==> config.mk <==
export PLATFORM = sky130hd
export DESIGN_NAME = mem_access_unit
export DESIGN_NICKNAME = d
export VERILOG_FILES = /design/src/rtl/mem_access_unit.sv
export SDC_FILE = /design/constraint.sdc
export NUM_CORES = 1
export LEC_CHECK = 0
export ABC_AREA = 1
export BUFFER_PORTS_ARGS = -buffer_cell sky130_fd_sc_hd__buf_2
export CAP_MARGIN = 10
export CORE_MARGIN = 2
export CORE_UTILIZATION = 41
export DETAILED_ROUTE_END_ITERATION = 7
export PLACE_DENSITY = 0.75
export SLEW_MARGIN = 10
export SYNTH_ARGS = -nofsm -noshare
export SYNTH_HDL_FRONTEND = slang
export SYNTH_SLANG_ARGS = --single-unit
==> constraint.sdc <==
create_clock -name clk -period 1.3 [get_ports clk]
set_clock_uncertainty 0.1 [all_clocks]
set_input_delay 0.325 -clock clk [delete_from_list [all_inputs] [get_ports clk]]
set_output_delay 0.325 -clock clk [all_outputs]
set_load 0.01 [all_outputs]
==> src/rtl/mem_access_unit.sv <==
// Unified-memory access sequencer between the multicycle controller and a
// variable-latency req/ack memory. Latches address/data, drives the bus,
// returns read data, stalls the controller and aborts on a bounded wait.
//
// state | meaning
// ------+----------------------------------------------------------
// IDLE  | no access outstanding, waiting for req_rd / req_wr
// REQ   | mem_req driven, waiting for mem_ack or timeout
// DONE  | access completed normally, Done pulse
// ERR   | access aborted on timeout, Done pulse, bus_err now set
module mem_access_unit #(
    parameter int ADDR_WIDTH = 32,
    parameter int DATA_WIDTH = 32,
    parameter int TIMEOUT    = 15
) (
    input  logic                  clk,
    input  logic                  reset,
    input  logic                  req_rd,
    input  logic                  req_wr,
    input  logic [ADDR_WIDTH-1:0] Adr,
    input  logic [DATA_WIDTH-1:0] WriteData,
    output logic [DATA_WIDTH-1:0] ReadData,
    output logic                  Stall,
    output logic                  Done,
    output logic                  bus_err,
    output logic                  mem_req,
    output logic                  mem_we,
    output logic [ADDR_WIDTH-1:0] mem_addr,
    output logic [DATA_WIDTH-1:0] mem_wdata,
    input  logic                  mem_ack,
    input  logic [DATA_WIDTH-1:0] mem_rdata
);

    localparam int CW = $clog2(TIMEOUT + 1);

    typedef enum logic [1:0] {
        IDLE = 2'd0,
        REQ  = 2'd1,
        DONE = 2'd2,
        ERR  = 2'd3
    } state_t;

    state_t        state, state_nxt;
    logic [CW-1:0] count;
    logic          start;
    logic          ack_ok;
    logic          timeout;

    // State register.
    always_ff @(posedge clk or negedge reset) begin
        if (!reset) state <= IDLE;
        else        state <= state_nxt;
    end

    // Next-state decode plus the one-cycle strobes that steer the datapath.
    always_comb begin
        state_nxt = state;
        start     = 1'b0;
        ack_ok    = 1'b0;
        timeout   = 1'b0;
        case (state)
            IDLE: begin
                if (req_rd | req_wr) begin
                    start     = 1'b1;
                    state_nxt = REQ;
                end
            end
            REQ: begin
                // ack has priority over an expiring counter in the same cycle
                if (mem_ack) begin
                    ack_ok    = 1'b1;
                    state_nxt = DONE;
                end else if (count == CW'(TIMEOUT - 1)) begin
                    timeout   = 1'b1;
                    state_nxt = ERR;
                end
            end
            DONE:    state_nxt = IDLE;
            ERR:     state_nxt = IDLE;
            default: state_nxt = IDLE;
        endcase
    end

    // Bus drivers, wait counter, read-data capture and sticky error flag.
    always_ff @(posedge clk or negedge reset) begin
        if (!reset) begin
            mem_req   <= 1'b0;
            mem_we    <= 1'b0;
            mem_addr  <= '0;
            mem_wdata <= '0;
            ReadData  <= '0;
            bus_err   <= 1'b0;
            count     <= '0;
        end else if (start) begin
            mem_req   <= 1'b1;
            mem_we    <= req_wr;
            mem_addr  <= Adr;
            mem_wdata <= WriteData;
            count     <= '0;
        end else if (ack_ok) begin
            mem_req <= 1'b0;
            if (!mem_we) ReadData <= mem_rdata;
        end else if (timeout) begin
            mem_req <= 1'b0;
            bus_err <= 1'b1;
        end else if (state == REQ) begin
            count <= count + 1'b1;
        end
    end

    // Done is decoded from state so it lasts exactly one cycle; Stall drops in
    // that same cycle so the controller advances while Done is high.
    always_comb begin
        Done  = (state == DONE) || (state == ERR);
        Stall = (req_rd | req_wr) & ~Done;
    end

endmodule

==> insert_results.sql, run 1 <==
INSERT INTO impl_metrics (metric_group, metric, value, unit) VALUES
('logic_synthesis', 'ys_dominant_reg_cell', 'dfrtp_1', ''),
('logic_synthesis', 'netlist-cell-type-count', '20', ''),
('power', 'switchingPower', '5740', 'uW'),
('floorplanning', 'row_count', '36', ''),
('placement', 'finalWeightedCongestion', '0.791', ''),
('timing', 'layout_worst_path_cycle_share', '1.12', ''),
('worst_hold_path', 'holdPathEnd', 'mem_wdata[12]', ''),
('power', 'power.share.sequential', '0.368', ''),
('grt', 'grt_max_degree', '65', ''),
('critical_path', 'critPathMaxFanout', '3', ''),
('critical_path', 'start_kind', 'flop', ''),
('logic_synthesis', 'synth.avg_cell_area', '8.87', 'sq um'),
('floorplanning', 'core_area', '9770', 'sq um'),
('routing', 'dr_iter_0_viols', '263', ''),
('critical_path', 'critical_path.endpoint_type', 'output pin', ''),
('timing', 'final-max-slew-violation-count', '0', ''),
('run', 'max_cap_viol_count', '0', ''),
('placement', 'place_inst', '791', ''),
('final_layout', 'finish.instance_area', '6280', 'sq um'),
('worst_hold_path', 'min_delay_path_depth', '3', ''),
('run_status', 'outcome', 'finished with violations', ''),
('placement', 'dpl.hpwl', '7.37', 'mm'),
('power', 'combinationalPowerShare', '0.496', ''),
('routing', 'dr.pass1.iters', '4', ''),
('clock_tree', 'cts-buffers-inserted', '9', ''),
('placement', 'dpl-instance-area', '5350', 'sq um'),
('floorplanning', 'initial_utilization', '0.422', ''),
('logic_synthesis', 'asyncSetResetFlopFracSynth', '1.00', ''),
('timing', 'finalWorstSetupSlack', '-0.151', 'ns'),
('clock_tree', 'cts.sink_count', '105', ''),
('grt', 'grt_antenna_before_repair', '0', ''),
('clock_tree', 'clkTransAtPathRegs', '0.09', 'ns'),
('timing', 'tns', '-7.73', 'ns'),
('logic_synthesis', 'yosys_warnings', '0', ''),
('critical_path', 'worstPathCellList', 'nor2_4, buf_6', ''),
('critical_path', 'r2r_start', 'state[1]', ''),
('clock_tree', 'cts_tree', 'done', ''),
('timing', 'timing.final.setup_violations', '184', ''),
('timing', 'rsz0062_at_grt', 'yes', ''),
('grt', 'grt.total_usage', '0.200', ''),
('power', 'power.static_leakage', '0.00369', 'uW'),
('logic_synthesis', 'synthMuxAreaShare', '0', ''),
('timing', 'hold_viol', '0', ''),
('clock_tree', 'clock_tree.htree_level_count', '3', ''),
('routing', 'antenna_left', '0', ''),
('logic_synthesis', 'synth_xor_xnor_area_share', '0', ''),
('placement', 'portBuffers', '201', ''),
('floorplanning', 'fp.dieArea', '10900', 'sq um'),
('floorplanning', 'boundaryPins', '202', ''),
('routing', 'route.final.wire_length', '11.4', 'mm'),
('routing', 'drc_violations_left', '0', ''),
('grt', 'grt_pass1_wl', '17.5', 'mm'),
('timing', 'max_freq', '0.689', 'GHz'),
('logic_synthesis', 'synthCells', '465', ''),
('grt', 'vias_in_the_first_global_route', '3626', ''),
('logic_synthesis', 'synth_edf_count', '0', ''),
('power', 'power.share.switching', '0.373', ''),
('logic_synthesis', 'synthSimpleGateAreaFrac', '0.245', ''),
('routing', 'viasPerCell', '4.52', ''),
('final_layout', 'count_of_nets_after_finishing', '828', ''),
('final_layout', 'antenna_cells', '0', ''),
('logic_synthesis', 'synth.ff_latch_count', '105', ''),
('logic_synthesis', 'main_combinational_cell_family_by_area_after_synthesis', 'simple AND/OR/NAND/NOR gates', ''),
('worst_hold_path', 'holdCritPathClass', 'input port to flop', ''),
('run_status', 'violated_checks', 'negative setup slack', ''),
('critical_path', 'regToRegEndpoint', 'mem_wdata[8]', ''),
('logic_synthesis', 'yosysMostFrequentCell', 'nand2_1', ''),
('timing', 'worst_pin_slew', '0.311', 'ns'),
('logic_synthesis', 'synthAdderAreaFrac', '0.00607', ''),
('power', 'clock_power_share', '0.136', ''),
('clock_tree', 'clock-root-buffer', 'clkbuf_8', '');
state kept, by name (all words and copies together) (netlist names):
register / flops
mem_wdata: 32
mem_req: 1
mem_addr: 32
mem_we: 1
ReadData: 32
bus_err: 1
state: 2
count: 4
power groups by stage:
stage | logic [uW] | registers [uW] | clock network (uW)
after detailed placement | 5670 | 5600 | 0
after floorplan | 2430 | 6300 | 0
after global placement | 5470 | 5570 | 0
after global routing | 8390 | 5830 | 2280
after CTS | 6720 | 5600 | 2160
final | 7620 | 5660 | 2100
cell type report:
class | count | area [sq um]
Sequential cell | 105 | 2630
Multi-Input combinational cell | 296 | 1290
Timing Repair Buffer | 270 | 1810
Clock buffer | 14 | 173
Tap cell | 133 | 166
Fill cell | 778 | 3500
Inverter | 43 | 179
Clock inverter | 2 | 35.0
stage by stage:
| stage | util | total power (uW) | hold WS [ns] | setup WS, ns |
|---|---|---|---|---|
| floorplan | - | 8730 | -0.0706 | 0.0336 |
| global placement | 0.548 | 11000 | 0.0387 | -0.0685 |
| detailed placement | 0.548 | 11300 | 0.0380 | -0.0889 |
| CTS | 0.607 | 14500 | 0.0311 | -0.163 |
| global route | 0.642 | 16500 | 0.0402 | -0.200 |
| finish | 0.642 | 15400 | 0.0531 | -0.151 |
logic make-up (layout without fill, tap and decap cells):
| logic type | Yosys count | count (layout) |
|---|---|---|
| buffers and inverters | 64 | 329 |
| DFF | 105 | 105 |
| and+or+nand+nor | 259 | 259 |
| AOI/OAI and AO/OA | 35 | 35 |
| adders and majority gates | 2 | 2 |
worst reg2reg max path, delay by kind of cell, from the launching register on:
family / cells / cell delay, ns
and+or+nand+nor: 4 / 0.32
DFF: 1 / 0.45
buffers and inverters: 3 / 0.51
cells in the final DEF, fill, tap and decap left out, drive strengths merged:
cell type    count
or2              1
dfrtp          105
clkinv           1
nand4            3
nand2          238
dlygate4sd3      1
o21ai           35
clkbuf          15
bufbuf           1
ha               2
bufinv           1
nor2            13
nand3            4
inv             43
buf            267
worst max-delay path by stage:
stage	end	slack, ns	cells after the start
3_3_place_gp	mem_addr[0]	-0.07	8
6_report	Stall	-0.15	2
5_1_grt	Stall	-0.20	2
2_1_floorplan	mem_addr[0]	0.03	8
4_1_cts	Stall	-0.16	2
3_5_place_dp	mem_addr[20]	-0.09	8
what timing repair did:
| action | 4_1_cts | 5_1_grt |
|---|---|---|
| hold buffers | 1 | 0 |
| gates cloned | 2 | 2 |
| gates resized for setup | 26 | 20 |
| buffers inserted | 21 | 30 |
| endpoints found under the hold margin | 105 | 0 |
| setup endpoints to repair | 146 | 204 |
| pin swaps | 3 | 4 |
per-layer routing:
| layer | global-route usage | part of all wire | wire length (um) |
|---|---|---|---|
| met5 | 0 | 0 | 0 |
| met4 | 0.0820 | 0.017 | 189 |
| met3 | 0.0520 | 0.079 | 897 |
| met2 | 0.318 | 0.48 | 5480 |
| met1 | 0.261 | 0.42 | 4810 |
No activity file was read; power rests on OpenSTA's default activity.
==> run 2, diff against run 1 <==
--- a/config.mk
+++ b/config.mk
@@ -9,9 +9,9 @@
 export BUFFER_PORTS_ARGS = -buffer_cell sky130_fd_sc_hd__buf_2
 export CAP_MARGIN = 10
 export CORE_MARGIN = 2
-export CORE_UTILIZATION = 41
+export CORE_UTILIZATION = 49
 export DETAILED_ROUTE_END_ITERATION = 7
-export PLACE_DENSITY = 0.75
+export PLACE_DENSITY = 0.84
 export SLEW_MARGIN = 10
 export SYNTH_ARGS = -nofsm -noshare
 export SYNTH_HDL_FRONTEND = slang
==> constraint.sdc (replaced) <==
create_clock -name clk -period 1.75 [get_ports clk]
set_clock_uncertainty 0.1 [all_clocks]
set_input_delay 0.4375 -clock clk [delete_from_list [all_inputs] [get_ports clk]]
set_output_delay 0.4375 -clock clk [all_outputs]
set_load 0.01 [all_outputs]
==> run 2 against run 1 <==
  * The run now ends clean
  * Die area fell by 16%
  * First-iteration DRC count decreased by 54%
  * Wire length decreased by 18%
  * Global-route usage increased by 0.65 points
  * Sequential power fell by 27%
  * Setup slack better by 0.27 ns
  * Final area decreased by 13%
  * Final cell count is 11% lower
  * Sequential cell count is the same
  * Critical path depth is the same
  * Utilization increased by 2.3 points
  * Count of clock-buffer cells in the layout fell by 2
  * Critical endpoint unchanged
==> insert_results.sql, run 2 (synthesis gave the netlist of run 1 again) <==
INSERT INTO impl_metrics (metric_group, metric, value, unit) VALUES
('routing', 'viasPerCell', '4.63', ''),
('floorplanning', 'initial_utilization', '0.505', ''),
('final_layout', 'most-common-layout-cells', '237 x nand2_1, 200 x buf_2, 105 x dfrtp_1', ''),
('clock_tree', 'clock-root-buffer', 'clkbuf_8', ''),
('timing', 'worst_pin_slew', '0.322', 'ns'),
('timing', 'max_slew_margin', '0.786', ''),
('final_layout', 'antenna_cells', '0', ''),
('worst_hold_path', 'holdCritPathClass', 'input port to flop', ''),
('critical_path', 'cp_data_required_time', '1.21', 'ns'),
('final_layout', 'count_of_nets_after_finishing', '765', ''),
('floorplanning', 'row_count', '33', ''),
('critical_path', 'criticalPathCategory', 'flop to output pin', ''),
('placement', 'portBuffers', '201', ''),
('timing', 'finalWorstPathRequiredPeriod', '1.63', 'ns'),
('timing', 'final-max-slew-violation-count', '0', ''),
('floorplanning', 'die_height', '95.8', 'um'),
('routing', 'wirelength_per_cell', '12.1', 'um'),
('routing', 'dr_iter_0_viols', '121', ''),
('grt', 'grt_antenna_before_repair', '0', ''),
('floorplanning', 'die_x', '95.8', 'um'),
('critical_path', 'critPathMaxFanout', '3', ''),
('critical_path', 'regToRegSetupSlack', '0.28', 'ns'),
('floorplanning', 'fp.dieArea', '9170', 'sq um'),
('timing', 'max_freq', '0.612', 'GHz'),
('placement', 'dpl.hpwl', '6.93', 'mm'),
('timing', 'timing.final.setup_violations', '0', ''),
('grt', 'global_route.overflow_total', '0', ''),
('timing', 'tns', '0', 'ns'),
('final_layout', 'post_route_cells_drive_above_1_share', '0.340', ''),
('run', 'max_cap_viol_count', '0', ''),
('critical_path', 'cp.arrival', '1.10', 'ns'),
('final_layout', 'registers_with_the_most_flip_flops', 'ReadData: 32 flops, mem_addr: 32 flops, mem_wdata: 32 flops', ''),
('clock_tree', 'cts_tree', 'done', ''),
('final_layout', 'synthToLayoutAreaGrowth', '31.8', '%'),
('run_status', 'outcome', 'complete, no violations', ''),
('routing', 'drc_violations_left', '0', ''),
('clock_tree', 'cts-resized-gates', '0', ''),
('timing', 'rsz0062_at_grt', 'no', ''),
('clock_tree', 'clkTransAtPathRegs', '0.09', 'ns'),
('critical_path', 'r2r_start', 'state[1]', ''),
('power', 'power.static_leakage', '0.00328', 'uW'),
('critical_path', 'regToRegEndpoint', 'mem_addr[24]', ''),
('power', 'power-per-cell-area', '1750', 'nW/um^2'),
('clock_tree', 'clock_tree.htree_level_count', '3', ''),
('final_layout', 'final_common_cell', 'nand2_1', ''),
('clock_tree', 'cts-buffers-inserted', '9', ''),
('routing', 'routed-via-count', '3574', ''),
('grt', 'grt_max_degree', '71', ''),
('critical_path', 'path_buf_inv', '1', ''),
('grt', 'grt_pass1_wl', '14.7', 'mm'),
('critical_path', 'cpLargestDelayFamily', 'flip-flops', ''),
('clock_tree', 'clock_latency', '0.34', 'ns'),
('final_layout', 'layout.core_utilization', '0.665', ''),
('grt', 'grt.total_usage', '0.207', ''),
('critical_path', 'start_kind', 'flop', ''),
('timing', 'hold_viol', '0', ''),
('critical_path', 'cp_slowest_stage_delay', '0.44', 'ns'),
('power', 'vdd_ir_drop_max', '857', 'uV'),
('final_layout', 'number_of_filler_instances_in_the_final_layout', '649', ''),
('grt', 'vias_in_the_first_global_route', '3345', ''),
('timing', 'layout_worst_path_cycle_share', '0.933', ''),
('floorplanning', 'core_area', '8180', 'sq um'),
('critical_path', 'critPathSlowestCell', 'dfrtp_1', ''),
('floorplanning', 'boundaryPins', '202', ''),
('placement', 'finalWeightedCongestion', '0.808', ''),
('critical_path', 'critical_path.endpoint_type', 'output pin', ''),
('critical_path', 'crit_path_to', 'Stall', ''),
('timing', 'minimum_hold_slack', '0.176', 'ns'),
('critical_path', 'worstSetupStartpoint', 'state[1]', ''),
('routing', 'dr.pass1.iters', '4', ''),
('routing', 'route.final.wire_length', '9.36', 'mm'),
('critical_path', 'worstPathCellList', 'nor2_4, buf_2', ''),
('clock_tree', 'cts.sink_count', '105', ''),
('clock_tree', 'cts-root-to-sink-buffers', '2', ''),
('critical_path', 'critical_path_cell_count', '2', ''),
('critical_path', 'worstRegToRegCells', '6', ''),
('routing', 'antenna_left', '0', '');
## run 2: layout make-up
class	count	area, sq um	area share
clock buffer	12	135	0.0248
clock inverter	4	53.8	0.00989
inverter	43	161	0.0297
multi-input combinational	296	1210	0.223
timing repair buffer	207	1120	0.206
tap	105	131	0.0242
sequential	105	2630	0.483
## run 2: how the worst min path moves through the flow
stage	end	from	slack (ns)	cells past startpoint
after detailed placement	mem_addr[26]	reset	0.26	1
after floorplan	ReadData[0]	reset	0.04	0
after CTS	mem_addr[10]	Adr[10]	0.16	3
after global placement	mem_addr[26]	reset	0.25	1
final	mem_addr[10]	Adr[10]	0.18	3
after global routing	mem_addr[0]	Adr[0]	0.15	3
## run 2: through the flow
stage	instance area, sq um	setup slack, ns	cells	total power, uW
4_1_cts	5440	0.0887	772	9650
3_5_place_dp	5240	0.132	755	8180
2_1_floorplan	4130	0.371	465	6480
6_report	5440	0.117	772	9510
3_3_place_gp	5240	0.198	755	7990
5_1_grt	5440	0.0455	772	10400
## run 2: layer usage
layer,vias up,part of all wire,GRT usage
met5,-,0,0
met4,0,0.0097,0.0690
met3,9,0.10,0.0697
met2,163,0.48,0.352
met1,1618,0.41,0.247
li1,1784,-,-
## run 2: power by group
part / internal (uW) / switching, uW / total (uW)
Clock: 667 / 764 / 1430
Combinational: 1560 / 2370 / 3930
Sequential: 3550 / 601 / 4150
## run 2: worst reg2reg max path, stage by stage (launching register included)
cell     delay (ns)
dfrtp_1        0.44
nor2_4         0.15
nand2_4        0.07
inv_2          0.19
buf_12         0.27
nand2_1        0.11
nand2_1        0.07
## run 2: timing repair
action / CTS / global route
endpoints found under the hold margin: 21 / 0
hold buffers: 1 / 0
buffers inserted: 0 / 0
==> run 3, diff against run 2 <==
--- a/config.mk
+++ b/config.mk
@@ -6,12 +6,13 @@
 export NUM_CORES = 1
 export LEC_CHECK = 0
 export ABC_AREA = 1
-export BUFFER_PORTS_ARGS = -buffer_cell sky130_fd_sc_hd__buf_2
 export CAP_MARGIN = 10
 export CORE_MARGIN = 2
-export CORE_UTILIZATION = 49
+export CORE_UTILIZATION = 60
+export CTS_BUF_LIST = sky130_fd_sc_hd__clkbuf_2
 export DETAILED_ROUTE_END_ITERATION = 7
-export PLACE_DENSITY = 0.84
+export DONT_BUFFER_PORTS = 1
+export PLACE_DENSITY = 0.76
 export SLEW_MARGIN = 10
 export SYNTH_ARGS = -nofsm -noshare
 export SYNTH_HDL_FRONTEND = slang
==> run 3 against run 2 <==
  * The run now ends with negative hold slack left
  * First-iteration DRC count rose by 58%
  * Die area fell by 18%
  * Sequential share of layout area rose by 1.3 points
  * Non-clock buffer count fell by 104
  * Critical path type unchanged
  * Count of clock-buffer cells in the layout fell by 3
==> insert_results.sql, run 3 (synthesis gave the netlist of run 1 again) <==
INSERT INTO impl_metrics (metric_group, metric, value, unit) VALUES
('critical_path', 'critPathSlowestCell', 'dfrtp_2', ''),
('routing', 'wirelength_per_cell', '16.9', 'um'),
('clock_tree', 'post_cts_setup_buffers', '0', ''),
('critical_path', 'cp_data_required_time', '1.21', 'ns'),
('critical_path', 'regToRegSetupSlack', '0.19', 'ns'),
('floorplanning', 'core_area', '6720', 'sq um'),
('critical_path', 'critPathMaxFanout', '3', ''),
('power', 'power-per-cell-area', '1640', 'nW/um^2'),
('placement', 'finalWeightedCongestion', '0.768', ''),
('final_layout', 'registers_with_the_most_flip_flops', 'ReadData: 32 flops, mem_addr: 32 flops, mem_wdata: 32 flops', ''),
('critical_path', 'criticalPathCategory', 'flop to output pin', ''),
('routing', 'route.final.wire_length', '10.9', 'mm'),
('critical_path', 'worstPathCellList', 'nor2_4', ''),
('run_status', 'violated_checks', 'negative hold slack', ''),
('routing', 'detailroute.wirelength.met2', '5.60', 'mm'),
('timing', 'timing.final.setup_violations', '0', ''),
('final_layout', 'fin_cells', '643', ''),
('floorplanning', 'initial_utilization', '0.614', ''),
('routing', 'routed-wl-met3', '937', 'um'),
('clock_tree', 'cts-hold-fix-buffers', '98', ''),
('critical_path', 'cp.arrival', '1.20', 'ns'),
('routing', 'routed-via-count', '3340', ''),
('timing', 'finalWorstPathRequiredPeriod', '1.74', 'ns'),
('critical_path', 'critical_path.endpoint_type', 'output pin', ''),
('final_layout', 'antenna_cells', '0', ''),
('grt', 'grt_antenna_before_repair', '0', ''),
('grt', 'grt_pass1_wl', '16.5', 'mm'),
('grt', 'global_route.overflow_total', '0', ''),
('clock_tree', 'cts-root-to-sink-buffers', '2', ''),
('critical_path', 'path_buf_inv', '0', ''),
('power', 'power.static_leakage', '0.00284', 'uW'),
('power', 'vdd_ir_drop_max', '746', 'uV'),
('final_layout', 'final_common_cell', 'nand2_1', ''),
('worst_hold_path', 'holdCritPathClass', 'input port to async pin', ''),
('clock_tree', 'clock_tree.htree_level_count', '3', ''),
('timing', 'layout_worst_path_cycle_share', '0.995', ''),
('timing', 'rsz0062_at_grt', 'yes', ''),
('timing', 'worst_pin_slew', '0.559', 'ns'),
('critical_path', 'start_kind', 'flop', ''),
('timing', 'final-max-slew-violation-count', '0', ''),
('clock_tree', 'cts-buffers-inserted', '9', ''),
('routing', 'drc_violations_left', '0', ''),
('timing', 'hold_viol', '105', ''),
('clock_tree', 'clock-root-buffer', 'clkbuf_2', ''),
('timing', 'max_freq', '0.574', 'GHz'),
('run_status', 'outcome', 'finished with violations', ''),
('critical_path', 'worstSetupStartpoint', 'state[1]', ''),
('critical_path', 'cpLargestDelayFamily', 'flip-flops', ''),
('floorplanning', 'die_x', '86.9', 'um'),
('final_layout', 'post_route_cells_drive_above_1_share', '0.0533', ''),
('routing', 'dr_iter_0_viols', '191', ''),
('final_layout', 'count_of_nets_after_finishing', '661', ''),
('floorplanning', 'fp.dieArea', '7550', 'sq um'),
('placement', 'portBuffers', '0', ''),
('clock_tree', 'clock_latency', '0.54', 'ns'),
('timing', 'minimum_hold_slack', '-0.576', 'ns'),
('grt', 'vias_in_the_first_global_route', '3400', ''),
('placement', 'place_inst', '529', ''),
('floorplanning', 'die_height', '86.9', 'um'),
('critical_path', 'r2r_start', 'mem_we', ''),
('routing', 'top_layer_used', 'met4', ''),
('routing', 'viasPerCell', '5.19', ''),
('routing', 'wirelength_met1', '3.94', 'mm'),
('clock_tree', 'cts_tree', 'done', ''),
('clock_tree', 'clkTransAtPathRegs', '0.29', 'ns'),
('run', 'max_cap_viol_count', '0', ''),
('timing', 'max_slew_margin', '0.627', ''),
('placement', 'dpl.hpwl', '6.04', 'mm'),
('grt', 'grt_max_degree', '106', ''),
('timing', 'tns', '0', 'ns'),
('final_layout', 'most-common-layout-cells', '237 x nand2_1, 104 x dfrtp_1, 98 x dlygate4sd3_1', ''),
('critical_path', 'cp_slowest_stage_delay', '0.52', 'ns'),
('routing', 'antenna_left', '0', ''),
('floorplanning', 'row_count', '30', ''),
('routing', 'dr.pass1.iters', '4', ''),
('final_layout', 'number_of_filler_instances_in_the_final_layout', '419', ''),
('grt', 'grt.total_usage', '0.287', ''),
('final_layout', 'synthToLayoutAreaGrowth', '28.5', '%'),
('floorplanning', 'boundaryPins', '202', ''),
('clock_tree', 'cts.sink_count', '105', '');
-- run 3: metal layers --
metal	GRT usage	up-vias
li1	-	1576
met1	0.331	1546
met2	0.475	184
met3	0.0910	34
met4	0.161	0
met5	0	-
-- run 3: layout make-up --
| type | instances | area [sq um] | area share |
|---|---|---|---|
| Sequential cell | 105 | 2630 | 0.496 |
| Clock inverter | 7 | 100 | 0.0189 |
| Multi-Input combinational cell | 296 | 1210 | 0.228 |
| Tap cell | 80 | 100 | 0.0189 |
| Clock buffer | 9 | 45.0 | 0.00849 |
| Timing Repair Buffer | 103 | 1060 | 0.199 |
| Inverter | 43 | 161 | 0.0304 |
-- run 3: per-stage QoR --
stage	setup slack (ns)	cell area, sq um	utilization	hold WS, ns	power [uW]
2_1_floorplan	0.371	4130	-	0.0419	6480
3_3_place_gp	0.286	4180	0.621	0.0443	6980
3_5_place_dp	0.210	4180	0.621	0.0441	7140
4_1_cts	-0.0249	5300	0.789	-0.616	8570
5_1_grt	-0.0554	5300	0.789	-0.656	9250
6_report	0.00926	5300	0.789	-0.576	8670
-- run 3: path summary, 6_finish.rpt --
path / endpoint / depth (start not counted)
max: Stall / 1
min: ReadData[3] / 0
max reg2reg: ReadData[8] / 5
min reg2reg: mem_addr[25] / 2
max in group asynchronous: mem_wdata[20] / 0
min in group clk: count[3] / 5
-- run 3: power breakdown --
group | switching [uW] | internal [uW] | leakage, uW
Clock | 807 | 488 | 0.0000869
Combinational | 1480 | 941 | 0.00145
Sequential | 1420 | 3540 | 0.00130
-- run 3: timing repair --
item                                   4_1_cts  5_1_grt
gates cloned                                 0        0
resized for setup                            1        0
endpoints found under the hold margin      203      105
pin swaps                                    1        0
setup endpoints to repair                    1        1
